File: src/rtl/line_sum_generator_pkg.sv
// Shared widths, types and output FSM encoding for the line-sum producer.
package line_sum_generator_pkg;

   localparam int DEF_PIXEL_SIZE    = 8;
   localparam int DEF_LINE_SIZE     = 64;
   localparam int DEF_NUM_OF_LINES  = 64;
   localparam int DEF_NUM_TEMPLATES = 4;

   function automatic int ls_width(input int line_size, input int pixel_size);
      return $clog2(line_size) + 2 * pixel_size;
   endfunction

   localparam int LS_W = ls_width(DEF_LINE_SIZE, DEF_PIXEL_SIZE);

   typedef logic [LS_W-1:0]           line_sum_t;
   typedef logic [DEF_PIXEL_SIZE-1:0] pixel_t;

   typedef enum logic [0:0] {
      EMPTY   = 1'b0,
      PENDING = 1'b1
   } out_state_e;

endpackage

File: src/rtl/line_sum_generator_pixel_mac_lane.sv
// One unsigned multiply-accumulate lane; o_sum_next includes the current beat
// so the owner can capture a finished line on its last beat.
module pixel_mac_lane
   import line_sum_generator_pkg::*;
#(
   parameter int IN_W  = DEF_PIXEL_SIZE,
   parameter int ACC_W = LS_W
) (
   input  logic             i_clk,
   input  logic             i_reset,
   input  logic             i_en,
   input  logic             i_clr,
   input  logic [IN_W-1:0]  i_a,
   input  logic [IN_W-1:0]  i_b,
   output logic [ACC_W-1:0] o_sum_next
);

   logic [2*IN_W-1:0] w_prod;
   logic [ACC_W-1:0]  r_acc;

   assign w_prod     = {{IN_W{1'b0}}, i_a} * {{IN_W{1'b0}}, i_b};
   assign o_sum_next = r_acc + ACC_W'(w_prod);

   always_ff @(posedge i_clk) begin
      if (i_reset)
         r_acc <= '0;
      else if (i_en)
         r_acc <= i_clr ? '0 : o_sum_next;
   end

endmodule

File: src/rtl/line_sum_generator.sv
// Per-line producer of sum(I^2), sum(I), sum(T_k*I); result registered one cycle after
// the last beat; only a line's last beat stalls, and only while the previous result is unread.
module line_sum_generator
   import line_sum_generator_pkg::*;
#(
   parameter int PIXEL_SIZE    = DEF_PIXEL_SIZE,
   parameter int LINE_SIZE     = DEF_LINE_SIZE,
   parameter int NUM_OF_LINES  = DEF_NUM_OF_LINES,
   parameter int NUM_TEMPLATES = DEF_NUM_TEMPLATES,
   localparam int SUM_W = ls_width(LINE_SIZE, PIXEL_SIZE),
   localparam int CNT_W = $clog2(LINE_SIZE),
   localparam int LN_W  = $clog2(NUM_OF_LINES)
) (
   input  logic                  i_clk,
   input  logic                  i_reset,
   input  logic                  i_pix_valid,
   output logic                  o_pix_ready,
   input  logic [PIXEL_SIZE-1:0] i_pix_I,
   input  logic [PIXEL_SIZE-1:0] i_pix_T [NUM_TEMPLATES],
   output logic                  o_out_valid,
   input  logic                  i_out_ready,
   output logic [SUM_W-1:0]      o_I_square_out_line_sum,
   output logic [SUM_W-1:0]      o_I_out_line_sum,
   output logic [SUM_W-1:0]      o_T_x_I_out_lines_sum [NUM_TEMPLATES],
   output logic [LN_W-1:0]       o_line_idx,
   output logic                  o_out_last_line
);

   localparam int NUM_LANES = NUM_TEMPLATES + 2;
   localparam logic [PIXEL_SIZE-1:0] ONE = PIXEL_SIZE'(1);

   logic [CNT_W-1:0]      r_pix_cnt;
   logic [LN_W-1:0]       r_frame_line;
   out_state_e            r_state;
   logic [SUM_W-1:0]      r_sq_sum;
   logic [SUM_W-1:0]      r_i_sum;
   logic [SUM_W-1:0]      r_txi_sum [NUM_TEMPLATES];
   logic [LN_W-1:0]       r_line_idx;
   logic                  r_last_line;

   logic                  w_last_beat;
   logic                  w_accept;
   logic                  w_load;
   logic [PIXEL_SIZE-1:0] w_a [NUM_LANES];
   logic [PIXEL_SIZE-1:0] w_b [NUM_LANES];
   logic [SUM_W-1:0]      w_next [NUM_LANES];

   assign w_last_beat = (r_pix_cnt == CNT_W'(LINE_SIZE - 1));
   assign o_pix_ready = !(w_last_beat && (r_state == PENDING) && !i_out_ready);
   assign w_accept    = i_pix_valid && o_pix_ready;
   assign w_load      = w_accept && w_last_beat;

   // Lane 0 is I*I, lane 1 is I*1, lanes 2.. are T_k*I.
   always_comb begin
      w_a[0] = i_pix_I;
      w_b[0] = i_pix_I;
      w_a[1] = i_pix_I;
      w_b[1] = ONE;
      for (int k = 0; k < NUM_TEMPLATES; k++) begin
         w_a[k+2] = i_pix_T[k];
         w_b[k+2] = i_pix_I;
      end
   end

   for (genvar g = 0; g < NUM_LANES; g++) begin : g_lane
      pixel_mac_lane #(
         .IN_W  (PIXEL_SIZE),
         .ACC_W (SUM_W)
      ) u_lane (
         .i_clk      (i_clk),
         .i_reset    (i_reset),
         .i_en       (w_accept),
         .i_clr      (w_last_beat),
         .i_a        (w_a[g]),
         .i_b        (w_b[g]),
         .o_sum_next (w_next[g])
      );
   end

   always_ff @(posedge i_clk) begin
      if (i_reset) begin
         r_pix_cnt    <= '0;
         r_frame_line <= '0;
         r_state      <= EMPTY;
         r_sq_sum     <= '0;
         r_i_sum      <= '0;
         for (int k = 0; k < NUM_TEMPLATES; k++) r_txi_sum[k] <= '0;
         r_line_idx   <= '0;
         r_last_line  <= 1'b0;
      end else begin
         if (w_accept)
            r_pix_cnt <= w_last_beat ? '0 : r_pix_cnt + 1'b1;
         // A completing line overwrites the register in the same cycle the old result drains.
         if (w_load) begin
            r_state     <= PENDING;
            r_sq_sum    <= w_next[0];
            r_i_sum     <= w_next[1];
            for (int k = 0; k < NUM_TEMPLATES; k++) r_txi_sum[k] <= w_next[k+2];
            r_line_idx  <= r_frame_line;
            r_last_line <= (r_frame_line == LN_W'(NUM_OF_LINES - 1));
            r_frame_line <= (r_frame_line == LN_W'(NUM_OF_LINES - 1)) ? '0 : r_frame_line + 1'b1;
         end else if (i_out_ready) begin
            r_state <= EMPTY;
         end
      end
   end

   assign o_out_valid             = (r_state == PENDING);
   assign o_I_square_out_line_sum = r_sq_sum;
   assign o_I_out_line_sum        = r_i_sum;
   assign o_T_x_I_out_lines_sum   = r_txi_sum;
   assign o_line_idx              = r_line_idx;
   assign o_out_last_line         = r_last_line;

endmodule

File: config.mk
export PLATFORM = sky130hd
export DESIGN_NAME = line_sum_generator
export DESIGN_NICKNAME = d
export VERILOG_FILES = /design/src/rtl/line_sum_generator_pkg.sv /design/src/rtl/line_sum_generator_pixel_mac_lane.sv /design/src/rtl/line_sum_generator.sv
export SDC_FILE = /design/constraint.sdc
export NUM_CORES = 1
export LEC_CHECK = 0
export BUFFER_PORTS_ARGS = -buffer_cell sky130_fd_sc_hd__buf_2
export CAP_MARGIN = 10
export CORE_ASPECT_RATIO = 0.6
export CORE_UTILIZATION = 25
export DETAILED_ROUTE_END_ITERATION = 7
export GPL_TIMING_DRIVEN = 0
export SKIP_LAST_GASP = 1
export SLEW_MARGIN = 0
export SYNTH_ARGS = -nofsm -noshare
export SYNTH_HDL_FRONTEND = slang
export SYNTH_SLANG_ARGS = --single-unit
File: constraint.sdc
create_clock -name i_clk -period 13.48 [get_ports i_clk]
set_input_delay 0.674 -clock i_clk [delete_from_list [all_inputs] [get_ports i_clk]]
set_output_delay 0.674 -clock i_clk [all_outputs]
set_load 0.005 [all_outputs]
# Word-level counts from Yosys, hierarchy flattened
# Index checks and enable logic that the tools add are counted.
dict set report word_totals {
  regBits 284
  output_inout_bits 141
}
dict set report classes {
  n_addsub 8
  multipliers 5
  n_eq_ne 2
  mux 10
  n_reduce_logical 7
}
# cell count
set op_table {}
lappend op_table {{22-bit 2-to-1 mux} 6}
lappend op_table {{22-bit by 16-bit adder with 22-bit output} 5}
lappend op_table {{8-bit by 8-bit multiplier with 16-bit output} 5}
lappend op_table {{22-bit by 8-bit adder with 22-bit output} 1}
lappend op_table {{6-bit by 1-bit adder with 6-bit output (second input constant)} 2}
lappend op_table {{6-bit == test (second input constant)} 2}
lappend op_table {{6-bit 2-to-1 mux} 2}
lappend op_table {{1-bit logical AND} 4}
lappend op_table {{1-bit zero test} 2}
lappend op_table {{1-bit 2-to-1 mux} 2}
lappend op_table {{2-bit nonzero test} 1}

# Depth between registers and ports, before layout
# Gate-level depths: netlist of the first run.
dict set report logic_depth {
  ltp_word 7
  ltp_mapped 20
  depth_no_buf 18
}

# Hierarchy
# Synthesis of the first run repeated with hierarchy kept, for this count alone.
dict set report unflattened {
  cells_unflattened 3328
  area_unflattened_um2 27563.9
}
# module instances cells_each area_per_inst_um2
set modules_own_cells {}
lappend modules_own_cells {{pixel_mac_lane (g_lane[2].u_lane ...)} 2 447 3724.8}
lappend modules_own_cells {{pixel_mac_lane (g_lane[0].u_lane ...)} 2 430 3653.5}
lappend modules_own_cells {line_sum_generator 1 684 5413.9}
lappend modules_own_cells {{pixel_mac_lane (g_lane[5].u_lane)} 1 453 3753.6}
lappend modules_own_cells {{pixel_mac_lane (g_lane[4].u_lane)} 1 437 3639.7}

# Worst setup path before layout of the first run
# No wires, ideal clock.
dict set report synth_timing {
  kind {in2reg}
  startpoint {in i_pix_I[2]}
  endpoint {reg r_txi_sum (netlist bit o_T_x_I_out_lines_sum[17])}
  setup_time_ns 0.132
  t_arrival_ns 5.095
  required_ns 13.348
  setup_slack_ns 8.253
  stages 18
  n_path_buf 2
  cell_sequence {clkbuf_1 clkbuf_1 nand2_1 fa_1 inv_1 fa_1 fa_1 inv_1 fa_1 inv_1 ha_1 o211ai_1 a21o_1 a31oi_1 o211ai_1 and4b_1 o2111ai_1 or3b_2}
}
dict set report synth_via {
  elab_chain_len 2
}
# element line
set synth_lines {}
lappend synth_lines {{start, declared} line_sum_generator.sv:18} ;# input logic [PIXEL_SIZE-1:0] i_pix_I,
lappend synth_lines {{8-bit by 8-bit multiplier with 16-bit output} line_sum_generator_pixel_mac_lane.sv:21} ;# assign w_prod = {{IN_W{1'b0}}, i_a} * {{IN_W{1'b0}}, i_b};
lappend synth_lines {{22-bit by 16-bit adder with 22-bit output} line_sum_generator_pixel_mac_lane.sv:22} ;# assign o_sum_next = r_acc + ACC_W'(w_prod);
lappend synth_lines {{end, declared} line_sum_generator.sv:37} ;# logic [SUM_W-1:0] r_txi_sum [NUM_TEMPLATES];
# Every way passes these cells.
# A chain may end at the register's enable or synchronous reset.

# Worst setup path after layout of the first run
dict set report layout_timing {
  startpoint {in i_pix_I[2]}
  endpoint {reg g_lane[5].u_lane.r_acc[18]}
}
dict set report layout_via {
  elab_chain_len 3
}
# element line
set layout_lines {}
lappend layout_lines {{8-bit by 8-bit multiplier with 16-bit output} line_sum_generator_pixel_mac_lane.sv:21}
lappend layout_lines {{22-bit by 16-bit adder with 22-bit output} line_sum_generator_pixel_mac_lane.sv:22}
lappend layout_lines {{22-bit 2-to-1 mux} line_sum_generator_pixel_mac_lane.sv:28} ;# r_acc <= i_clr ? '0 : o_sum_next;
lappend layout_lines {{end signal, assigned} line_sum_generator_pixel_mac_lane.sv:28}
lappend layout_lines {{end, declared} line_sum_generator_pixel_mac_lane.sv:19} ;# logic [ACC_W-1:0] r_acc;
# Every way passes these cells.

==> results of run 1 <==
[logic make-up after synthesis]
logic type                 share of synthesized area [%]
and+or+nand+nor                                     17.3
adders and majority gates                           31.1
buffers and inverters                               9.77
AOI/OAI and AO/OA                                   14.9
xor gates and xnor gates                            3.27
DFF                                                 23.6
muxes                                             0.0831
[worst register-to-register path: stages, from the launching register on]
cell                        delay (ns)
sky130_fd_sc_hd__dfxtp_1          0.38
sky130_fd_sc_hd__inv_1            0.08
sky130_fd_sc_hd__fa_1             0.53
sky130_fd_sc_hd__inv_1            0.05
sky130_fd_sc_hd__fa_1             0.48
sky130_fd_sc_hd__fa_1             0.55
sky130_fd_sc_hd__inv_1            0.05
sky130_fd_sc_hd__fa_1             0.47
sky130_fd_sc_hd__inv_1            0.04
sky130_fd_sc_hd__ha_1             0.21
sky130_fd_sc_hd__a2111oi_0        0.40
sky130_fd_sc_hd__o21ai_0          0.26
sky130_fd_sc_hd__a41o_1           0.32
sky130_fd_sc_hd__a21oi_1          0.58
sky130_fd_sc_hd__nand3_1          0.15
sky130_fd_sc_hd__a31oi_1          0.21
[sequential cells by signal (all words and copies together), names as in the netlist]
| name | count |
|---|---|
| o_T_x_I_out_lines_sum | 88 |
| r_pix_cnt | 6 |
| o_I_square_out_line_sum | 22 |
| o_out_valid | 1 |
| g_lane.u_lane.r_acc | 132 |
| o_line_idx | 6 |
| r_frame_line | 6 |
| o_out_last_line | 1 |
| o_I_out_line_sum | 22 |
[cell usage in the layout, fill, tap and decap left out, types with 13 or more instances in the layout]
cell type / Yosys / layout
sky130_fd_sc_hd__or3_1: 17 / 17
sky130_fd_sc_hd__fa_1: 238 / 238
sky130_fd_sc_hd__a22oi_1: 53 / 53
sky130_fd_sc_hd__nand2_1: 347 / 347
sky130_fd_sc_hd__nand4_1: 17 / 17
sky130_fd_sc_hd__and3_1: 23 / 23
sky130_fd_sc_hd__a31oi_1: 30 / 30
sky130_fd_sc_hd__and2_1: 168 / 168
sky130_fd_sc_hd__o21ai_0: 73 / 73
sky130_fd_sc_hd__dfxtp_1: 284 / 284
sky130_fd_sc_hd__a211oi_1: 30 / 30
sky130_fd_sc_hd__clkbuf_16: 0 / 31
sky130_fd_sc_hd__o31ai_1: 15 / 15
sky130_fd_sc_hd__inv_1: 483 / 483
sky130_fd_sc_hd__a22o_1: 20 / 20
sky130_fd_sc_hd__xnor2_1: 51 / 51
sky130_fd_sc_hd__ha_1: 218 / 218
sky130_fd_sc_hd__o21a_1: 18 / 18
sky130_fd_sc_hd__a21o_1: 36 / 36
sky130_fd_sc_hd__xor2_1: 39 / 39
sky130_fd_sc_hd__clkbuf_1: 125 / 133
sky130_fd_sc_hd__nor2_1: 172 / 172
sky130_fd_sc_hd__a31o_2: 13 / 13
sky130_fd_sc_hd__buf_2: 7 / 190
sky130_fd_sc_hd__nand3_1: 38 / 38
sky130_fd_sc_hd__a21oi_1: 140 / 140
sky130_fd_sc_hd__nor3_1: 34 / 34
[cell type report]
cell class	count	area [um2]
inverter	483	1810
clock inverter	14	175
clock buffer	41	833
antenna	3	7.51
sequential	284	5690
multi-input combinational	1957	16100
tap	1246	1560
timing repair buffer	184	931
fill	10200	67100
buffer	141	542
[report_power, final]
group          switching, W  total (W)  internal, W
Combinational       0.00206    0.00335      0.00128
Clock              0.000414   0.000908     0.000495
Sequential        0.0000907    0.00108     0.000994
[stage by stage]
| stage | setup slack [ns] | utilization (%) | hold slack, ns |
|---|---|---|---|
| global route | 6.71 | 29.1 | 0.351 |
| floorplan | 8.25 | - | 0.429 |
| detailed placement | 6.58 | 28.1 | 0.444 |
| finish | 7.06 | 29.1 | 0.360 |
| CTS | 7.24 | 29.1 | 0.330 |
| global placement | 6.60 | 28.1 | 0.439 |
[layer usage]
| metal | track usage [%] | vias up | part of all wire (%) |
|---|---|---|---|
| met2 | 26.5 | 962 | 41 |
| met3 | 4.00 | 134 | 11 |
| met5 | 0 | - | 0.082 |
| li1 | - | 9773 | - |
| met1 | 26.8 | 10500 | 46 |
| met4 | 3.95 | 12 | 2.3 |
[worst min path at each step]
stage,start,to,slack (ns)
6_report,i_out_ready,o_out_valid,0.36
5_1_grt,i_out_ready,o_out_valid,0.35
4_1_cts,i_out_ready,o_out_valid,0.33
3_5_place_dp,o_line_idx[4],o_line_idx[4],0.44
3_3_place_gp,o_T_x_I_out_lines_sum[54],o_T_x_I_out_lines_sum[54],0.44
2_1_floorplan,g_lane[1].u_lane.r_acc[6],g_lane[1].u_lane.r_acc[6],0.43
==> impl_results.html, run 1 <==
<table>
<tr><th>Metric</th><th>Value</th></tr>
<tr><th colspan="2">Clocking</th></tr>
<tr><td>TritonCTS buffer count</td><td>31</td></tr>
<tr><td>Clock-pin slew on the worst setup and hold paths</td><td>0.07 ns</td></tr>
<tr><td>Clk root buf</td><td>sky130_fd_sc_hd__clkbuf_16</td></tr>
<tr><td>CTS HTree Levels</td><td>1</td></tr>
<tr><td>Longest Clk Path Bufs</td><td>3</td></tr>
<tr><td>Post-CTS Setup Repair Bufs</td><td>0</td></tr>
<tr><td>Clock Sinks</td><td>284</td></tr>
<tr><td>Worst-skew pair later-pin latency</td><td>0.64 ns</td></tr>
<tr><td># resized after CTS</td><td>0</td></tr>
<tr><td>CTS tree</td><td>done</td></tr>
<tr><td>Hold Buf Count CTS</td><td>0</td></tr>
<tr><th colspan="2">Die</th></tr>
<tr><td>Standard-cell rows</td><td>87</td></tr>
<tr><td>Io pins</td><td>185</td></tr>
<tr><td>Vertical die dimension</td><td>242 um</td></tr>
<tr><td>Core Box Area</td><td>0.0947 mm2</td></tr>
<tr><td>Area of the die</td><td>0.0977 mm2</td></tr>
<tr><td>Initial cell density of the core</td><td>25.4%</td></tr>
<tr><td>Die extent in x</td><td>403 um</td></tr>
<tr><th colspan="2">Worst setup path</th></tr>
<tr><td>Kind of cell with the highest combined delay on the critical path</td><td>adder cells</td></tr>
<tr><td>Critical Path Max Stage Delay</td><td>0.74 ns</td></tr>
<tr><td>WP depth</td><td>18</td></tr>
<tr><td>Required arrival time at the worst endpoint</td><td>14.03 ns</td></tr>
<tr><td>Launching element of the worst setup path</td><td>i_pix_I[2]</td></tr>
<tr><td>Critical Path Sink Type</td><td>flip-flop</td></tr>
<tr><td>Cells along the critical path</td><td>buf_2 -&gt; clkbuf_1 -&gt; clkbuf_1 -&gt; nand2_1 -&gt; fa_1 -&gt; inv_1 -&gt; fa_1 -&gt; fa_1 -&gt; inv_1 -&gt; fa_1 -&gt; inv_1 -&gt; ha_1 -&gt; a2111oi_0 -&gt; o21ai_0 -&gt; a41o_1 -&gt; a21oi_1 -&gt; nand3_1 -&gt; a31oi_1</td></tr>
<tr><td>Kind of launch point of the worst setup path</td><td>primary input</td></tr>
<tr><td>CP max-delay cell</td><td>sky130_fd_sc_hd__clkbuf_1</td></tr>
<tr><td>Worst path most repeated cell</td><td>sky130_fd_sc_hd__fa_1</td></tr>
<tr><td>R2R cell count</td><td>15</td></tr>
<tr><td>Minimum setup slack among reg-to-reg paths</td><td>8.64 ns</td></tr>
<tr><td>Worst Path Class, Setup</td><td>primary input to flip-flop</td></tr>
<tr><td>Worst path arrival time</td><td>6.97 ns</td></tr>
<tr><td>End point of the critical path</td><td>g_lane[5].u_lane.r_acc[18]</td></tr>
<tr><td>Critical R2R Capture</td><td>g_lane[5].u_lane.r_acc[18]</td></tr>
<tr><td>Start of the worst register-to-register path</td><td>g_lane[5].u_lane.r_acc[7]</td></tr>
<tr><td>WP buf/inv</td><td>6</td></tr>
<tr><td>Highest fanout seen on the critical path</td><td>10</td></tr>
<tr><th colspan="2">Worst hold path</th></tr>
<tr><td>Number of stages on the worst hold path</td><td>3</td></tr>
<tr><td>Worst Hold Class</td><td>primary input to flip-flop</td></tr>
<tr><th colspan="2">STA</th></tr>
<tr><td>Tcrit/Tclk final</td><td>47.6%</td></tr>
<tr><td>Max Fclk</td><td>156 MHz</td></tr>
<tr><td>Largest clock skew in the final design</td><td>0.0212 ns</td></tr>
<tr><td>Max_slew headroom</td><td>14.7%</td></tr>
<tr><td>Number of setup violations in the final report</td><td>0</td></tr>
<tr><td>Post-route minimum period</td><td>6.42 ns</td></tr>
<tr><td>Unrepaired setup endpoints after global routing</td><td>no</td></tr>
<tr><td>Final hold violations</td><td>0</td></tr>
<tr><td>Slew Viols, Final</td><td>0</td></tr>
<tr><td>Worst slew pin tran</td><td>1.28 ns</td></tr>
<tr><td>Fin Setup TNS</td><td>0 ns</td></tr>
<tr><th colspan="2">Placement</th></tr>
<tr><td>Count of buffers from port buffering</td><td>183</td></tr>
<tr><td>HPWL after DPL</td><td>72700 um</td></tr>
<tr><td>Placed inst area</td><td>0.0266 mm2</td></tr>
<tr><td>Final weighted congestion of routability-driven global placement</td><td>0.946</td></tr>
<tr><td>Total placed cells including tap cells</td><td>4294</td></tr>
<tr><th colspan="2">Detailed routing</th></tr>
<tr><td>Total routed wirelength</td><td>89800 um</td></tr>
<tr><td>Routed length per instance</td><td>20.6 um</td></tr>
<tr><td>Starting DRT DRC Count</td><td>2149</td></tr>
<tr><td># DRC</td><td>0</td></tr>
<tr><td>Residual antenna-violating net count after detailed routing</td><td>0</td></tr>
<tr><td>Vias per Instance</td><td>4.91</td></tr>
<tr><td>Vias</td><td>21400</td></tr>
<tr><td>Number of search-and-repair iterations in the first detailed-routing pass</td><td>5</td></tr>
<tr><th colspan="2">Synthesis</th></tr>
<tr><td>Number of enable flip-flop cells after synthesis</td><td>0</td></tr>
<tr><td>Most frequently used cell type in the post-synthesis netlist</td><td>sky130_fd_sc_hd__inv_1</td></tr>
<tr><td>Syn Inst Count</td><td>2865</td></tr>
<tr><td>Synth top area share</td><td>23.6%</td></tr>
<tr><td>Dominant register cell in the synthesized netlist</td><td>sky130_fd_sc_hd__dfxtp_1</td></tr>
<tr><td>Synth warn</td><td>0</td></tr>
<tr><td>Number of nets in the synthesized netlist</td><td>3365</td></tr>
<tr><td>Syn avg cell area</td><td>8.41 um2</td></tr>
<tr><td>Netlist Area Pre-Place</td><td>0.0241 mm2</td></tr>
<tr><td>Count of unique library cells instantiated by Yosys</td><td>76</td></tr>
<tr><td>Largest cells by area after synthesis</td><td>sky130_fd_sc_hd__dfxtp_1 (24%), sky130_fd_sc_hd__fa_1 (20%), sky130_fd_sc_hd__ha_1 (11%)</td></tr>
<tr><td>Register bit total from synthesis</td><td>284</td></tr>
<tr><td>Proportion of register bits with asynchronous set or reset after synthesis</td><td>0%</td></tr>
<tr><td>Sequential share of the synthesized area</td><td>23.6%</td></tr>
<tr><td>Most frequent cells after synthesis</td><td>sky130_fd_sc_hd__inv_1 (483), sky130_fd_sc_hd__nand2_1 (347), sky130_fd_sc_hd__dfxtp_1 (284), sky130_fd_sc_hd__fa_1 (238), sky130_fd_sc_hd__ha_1 (218)</td></tr>
<tr><td>Cell taking the most area after synthesis</td><td>sky130_fd_sc_hd__dfxtp_1</td></tr>
<tr><th colspan="2">GRT</th></tr>
<tr><td>Maximum number of pins on one net before global-route repair</td><td>17</td></tr>
<tr><td>Global-route wire length before repair</td><td>133000 um</td></tr>
<tr><td>Total GRT Usage</td><td>18.1%</td></tr>
<tr><td>Number of global-route vias before repair</td><td>20500</td></tr>
<tr><td>Antenna violations before repair</td><td>21</td></tr>
<tr><td>Remaining global-route overflow</td><td>0</td></tr>
<tr><th colspan="2">Run</th></tr>
<tr><td>Count of maximum capacitance violations</td><td>0</td></tr>
<tr><th colspan="2">Power</th></tr>
<tr><td>Power per cell area</td><td>193 mW/mm2</td></tr>
<tr><td>Maximum VDD drop</td><td>0.000129 V</td></tr>
<tr><td>Overall power after layout</td><td>0.00534 W</td></tr>
<tr><td>Total leakage power</td><td>13.0 nW</td></tr>
<tr><th colspan="2">Final layout</th></tr>
<tr><td>Share of final-layout standard cells stronger than drive strength 1</td><td>8.60%</td></tr>
<tr><td>Final design area excluding fillers</td><td>0.0276 mm2</td></tr>
<tr><td>Final Net Count</td><td>3582</td></tr>
<tr><td>Area growth from synthesis to layout</td><td>14.6%</td></tr>
<tr><td>Number of non-filler instances in the completed layout</td><td>4353</td></tr>
<tr><th colspan="2">Outcome</th></tr>
<tr><td>Result of the run</td><td>finished, final reports clean</td></tr>
</table>
Note: power is estimated with default switching activity, not from simulation.
==> run 2, diff against run 1 <==
==> constraint.sdc (replaced) <==
create_clock -name i_clk -period 5.1 [get_ports i_clk]
set_input_delay 0.255 -clock i_clk [delete_from_list [all_inputs] [get_ports i_clk]]
set_output_delay 0.255 -clock i_clk [all_outputs]
set_load 0.005 [all_outputs]
==> run 2 against run 1 <==
Compared with the run above:
- total power rose to 2.7 times the previous value
- design area increased by 0.48%
- hold slack got worse by 0.26 ns
- via count decreased by 0.59%
- clock skew decreased by 0.00056 ns
- register-to-register slack got worse by 8.3 ns
- critical path type unchanged
- sequential share of layout area shrank 0.098 points
==> impl_results.html, run 2 (synthesis gave the netlist of run 1 again) <==
<table>
<tr><th>Metric</th><th>Value</th></tr>
<tr><th colspan="2">GRT</th></tr>
<tr><td>Number of global-route vias before repair</td><td>20500</td></tr>
<tr><td>Remaining global-route overflow</td><td>0</td></tr>
<tr><td>Global-route wire length before repair</td><td>133000 um</td></tr>
<tr><td>Maximum number of pins on one net before global-route repair</td><td>17</td></tr>
<tr><td>Antenna violations before repair</td><td>17</td></tr>
<tr><td>Total GRT Usage</td><td>18.1%</td></tr>
<tr><th colspan="2">STA</th></tr>
<tr><td>Tcrit/Tclk final</td><td>97.6%</td></tr>
<tr><td>Max_slew headroom</td><td>13.9%</td></tr>
<tr><td>Number of setup violations in the final report</td><td>0</td></tr>
<tr><td>Max Fclk</td><td>201 MHz</td></tr>
<tr><td>Slew Viols, Final</td><td>0</td></tr>
<tr><td>Worst slew pin tran</td><td>1.29 ns</td></tr>
<tr><td>Largest clock skew in the final design</td><td>0.0206 ns</td></tr>
<tr><td>Setup slack of the critical path after layout</td><td>0.123 ns</td></tr>
<tr><td>Final hold violations</td><td>0</td></tr>
<tr><td>Post-route minimum period</td><td>4.98 ns</td></tr>
<tr><td>Unrepaired setup endpoints after global routing</td><td>yes</td></tr>
<tr><th colspan="2">Worst hold path</th></tr>
<tr><td>Worst Hold Class</td><td>primary input to flip-flop</td></tr>
<tr><td>Hold endpoint</td><td>o_I_square_out_line_sum[0]</td></tr>
<tr><td>Number of stages on the worst hold path</td><td>4</td></tr>
<tr><td>Hold path startpoint</td><td>i_pix_I[0]</td></tr>
<tr><th colspan="2">Power</th></tr>
<tr><td>Share of power burned in the clock network</td><td>16.9%</td></tr>
<tr><td>Fraction of power spent switching nets</td><td>48.2%</td></tr>
<tr><td>Fraction of power consumed by combinational cells</td><td>62.8%</td></tr>
<tr><td>Internal power contribution</td><td>0.00734 W</td></tr>
<tr><td>Sequential fraction of design power</td><td>20.2%</td></tr>
<tr><td>Maximum VDD drop</td><td>0.000343 V</td></tr>
<tr><td>Power per cell area</td><td>511 mW/mm2</td></tr>
<tr><td>Total leakage power</td><td>13.1 nW</td></tr>
<tr><td>Net switching power</td><td>0.00684 W</td></tr>
<tr><th colspan="2">Final layout</th></tr>
<tr><td>Share of final-layout standard cells stronger than drive strength 1</td><td>9.66%</td></tr>
<tr><td>Number of non-filler instances in the completed layout</td><td>4354</td></tr>
<tr><td>Leading cell type in the layout, fill and taps excluded</td><td>sky130_fd_sc_hd__inv_1</td></tr>
<tr><td>Final design area excluding fillers</td><td>0.0277 mm2</td></tr>
<tr><td>Number of flip-flops under the largest register name</td><td>132</td></tr>
<tr><td>Number of fill cells</td><td>10200</td></tr>
<tr><td>Leading cell types in the layout, fill and taps excluded</td><td>sky130_fd_sc_hd__inv_1 (483), sky130_fd_sc_hd__nand2_1 (347), sky130_fd_sc_hd__dfxtp_1 (284), sky130_fd_sc_hd__fa_1 (238), sky130_fd_sc_hd__ha_1 (218)</td></tr>
<tr><td>Final Net Count</td><td>3582</td></tr>
<tr><td>Area growth from synthesis to layout</td><td>15.1%</td></tr>
<tr><td>Top register by number of flip-flops</td><td>g_lane.u_lane.r_acc</td></tr>
<tr><th colspan="2">Worst setup path</th></tr>
<tr><td>Start of the worst register-to-register path</td><td>g_lane[5].u_lane.r_acc[7]</td></tr>
<tr><td>Critical R2R Capture</td><td>o_T_x_I_out_lines_sum[17]</td></tr>
<tr><td>Worst path most repeated cell</td><td>sky130_fd_sc_hd__fa_1</td></tr>
<tr><td>Highest fanout seen on the critical path</td><td>10</td></tr>
<tr><td>R2R cell count</td><td>16</td></tr>
<tr><td>Minimum setup slack among reg-to-reg paths</td><td>0.37 ns</td></tr>
<tr><td>Worst path arrival time</td><td>5.47 ns</td></tr>
<tr><td>CP max-delay cell</td><td>sky130_fd_sc_hd__fa_1</td></tr>
<tr><td>Kind of launch point of the worst setup path</td><td>primary input</td></tr>
<tr><td>Critical Path Max Stage Delay</td><td>0.52 ns</td></tr>
<tr><td>Worst Path Class, Setup</td><td>primary input to flip-flop</td></tr>
<tr><td>Required arrival time at the worst endpoint</td><td>5.59 ns</td></tr>
<tr><td>Critical Path Sink Type</td><td>flip-flop</td></tr>
<tr><td>Cells along the critical path</td><td>buf_2 -&gt; clkbuf_4 -&gt; clkbuf_4 -&gt; and2_1 -&gt; fa_1 -&gt; fa_1 -&gt; fa_1 -&gt; inv_1 -&gt; fa_1 -&gt; inv_1 -&gt; ha_1 -&gt; a21o_1 -&gt; a21o_1 -&gt; a22o_1 -&gt; a211o_1 -&gt; a31o_2 -&gt; xnor2_1 -&gt; o22ai_1</td></tr>
<tr><th colspan="2">Die</th></tr>
<tr><td>Die extent in x</td><td>403 um</td></tr>
<tr><td>Area of the die</td><td>0.0977 mm2</td></tr>
<tr><td>Io pins</td><td>185</td></tr>
<tr><td>Standard-cell rows</td><td>87</td></tr>
<tr><td>Initial cell density of the core</td><td>25.4%</td></tr>
<tr><td>Vertical die dimension</td><td>242 um</td></tr>
<tr><td>Core Box Area</td><td>0.0947 mm2</td></tr>
<tr><th colspan="2">Placement</th></tr>
<tr><td>Total placed cells including tap cells</td><td>4294</td></tr>
<tr><td>Pre-CTS setup slack</td><td>-1.39 ns</td></tr>
<tr><td>Count of buffers from port buffering</td><td>183</td></tr>
<tr><td>HPWL after DPL</td><td>72700 um</td></tr>
<tr><td>Final weighted congestion of routability-driven global placement</td><td>0.946</td></tr>
<tr><td>Placed inst area</td><td>0.0266 mm2</td></tr>
<tr><th colspan="2">Clocking</th></tr>
<tr><td>Clock-pin slew on the worst setup and hold paths</td><td>0.07 ns</td></tr>
<tr><td>CTS HTree Levels</td><td>1</td></tr>
<tr><td>Clock Sinks</td><td>284</td></tr>
<tr><td>Worst-skew pair later-pin latency</td><td>0.64 ns</td></tr>
<tr><td>Longest Clk Path Bufs</td><td>3</td></tr>
<tr><td>CTS tree</td><td>done</td></tr>
<tr><td>Post-CTS Setup Repair Bufs</td><td>0</td></tr>
<tr><td>TritonCTS buffer count</td><td>31</td></tr>
<tr><td>Clk root buf</td><td>sky130_fd_sc_hd__clkbuf_16</td></tr>
<tr><th colspan="2">Detailed routing</th></tr>
<tr><td>Number of search-and-repair iterations in the first detailed-routing pass</td><td>6</td></tr>
<tr><td>Vias</td><td>21300</td></tr>
<tr><td>Residual antenna-violating net count after detailed routing</td><td>0</td></tr>
<tr><td># DRC</td><td>0</td></tr>
<tr><td>Vias per Instance</td><td>4.88</td></tr>
<tr><td>Total routed wirelength</td><td>89900 um</td></tr>
<tr><td>Routed length per instance</td><td>20.7 um</td></tr>
<tr><td>Starting DRT DRC Count</td><td>2078</td></tr>
<tr><th colspan="2">Run</th></tr>
<tr><td>Count of maximum capacitance violations</td><td>0</td></tr>
<tr><th colspan="2">Outcome</th></tr>
<tr><td>Result of the run</td><td>finished, final reports clean</td></tr>
</table>
run 2: worst max path at each step:
| stage | startpoint | slack [ns] | depth (start not counted) | endpoint |
|---|---|---|---|---|
| final | i_pix_I[4] | 0.12 | 18 | o_I_square_out_line_sum[18] |
| after global routing | i_pix_I[7] | -0.04 | 18 | o_I_square_out_line_sum[17] |
| after CTS | i_pix_I[4] | 0.05 | 18 | o_I_square_out_line_sum[14] |
| after detailed placement | i_pix_I[2] | -1.39 | 18 | o_T_x_I_out_lines_sum[20] |
| after global placement | i_pix_I[1] | -1.37 | 17 | o_T_x_I_out_lines_sum[42] |
| after floorplan | i_pix_I[2] | 0.29 | 18 | o_T_x_I_out_lines_sum[17] |
run 2: stage by stage:
step / utilization (%) / TNS (ns) / hold WS (ns) / total power [W]
after floorplan: - / 0 / 0.429 / 0.00905
after global routing: 29.3 / -0.0818 / 0.121 / 0.0154
after global placement: 28.1 / -129.28 / 0.439 / 0.0115
after detailed placement: 28.1 / -134.02 / 0.444 / 0.0116
after CTS: 29.2 / 0 / 0.0872 / 0.0141
final: 29.3 / 0 / 0.0992 / 0.0142
run 2: critical path: cells and delay by family:
| family | cells | cell delay (ns) |
|---|---|---|
| adders and majority gates | 5 | 2.26 |
| AOI/OAI and AO/OA | 6 | 1.45 |
| buffers and inverters | 5 | 0.91 |
| xor gates and xnor gates | 1 | 0.35 |
| and+or+nand+nor | 1 | 0.20 |
run 2: cell type report:
type | instances | area [um2] | share of cell area (%)
Antenna cell | 4 | 10.0 | 0.0361
Inverter | 483 | 1810 | 6.54
Timing Repair Buffer | 185 | 941 | 3.39
Clock inverter | 14 | 175 | 0.632
Multi-Input combinational cell | 1957 | 16100 | 58.1
Sequential cell | 284 | 5690 | 20.5
Tap cell | 1246 | 1560 | 5.62
Clock buffer | 41 | 833 | 3.00
Buffer | 140 | 604 | 2.18
run 2: metal layers:
layer | vias to the layer above | share of wire (%) | global-route usage [%]
li1 | 9784 | - | -
met1 | 10400 | 46 | 26.5
met2 | 908 | 41 | 26.5
met3 | 123 | 11 | 4.44
met4 | 8 | 2.2 | 3.91
met5 | - | 0.060 | 0
run 2: timing repair:
item / CTS / global route
hold endpoints to repair: 1 / 0
endpoints found under the setup margin: 115 / 71
pin swaps: 0 / 1
hold buffers: 1 / 0
resized for setup: 26 / 48
run 2: power by group through the flow:
stage	combinational (W)	sequential, W	clock [W]
floorplan	0.00619	0.00286	0
global placement	0.00858	0.00290	0
detailed placement	0.00867	0.00291	0
CTS	0.00879	0.00287	0.00243
global route	0.00999	0.00291	0.00253
finish	0.00891	0.00287	0.00240
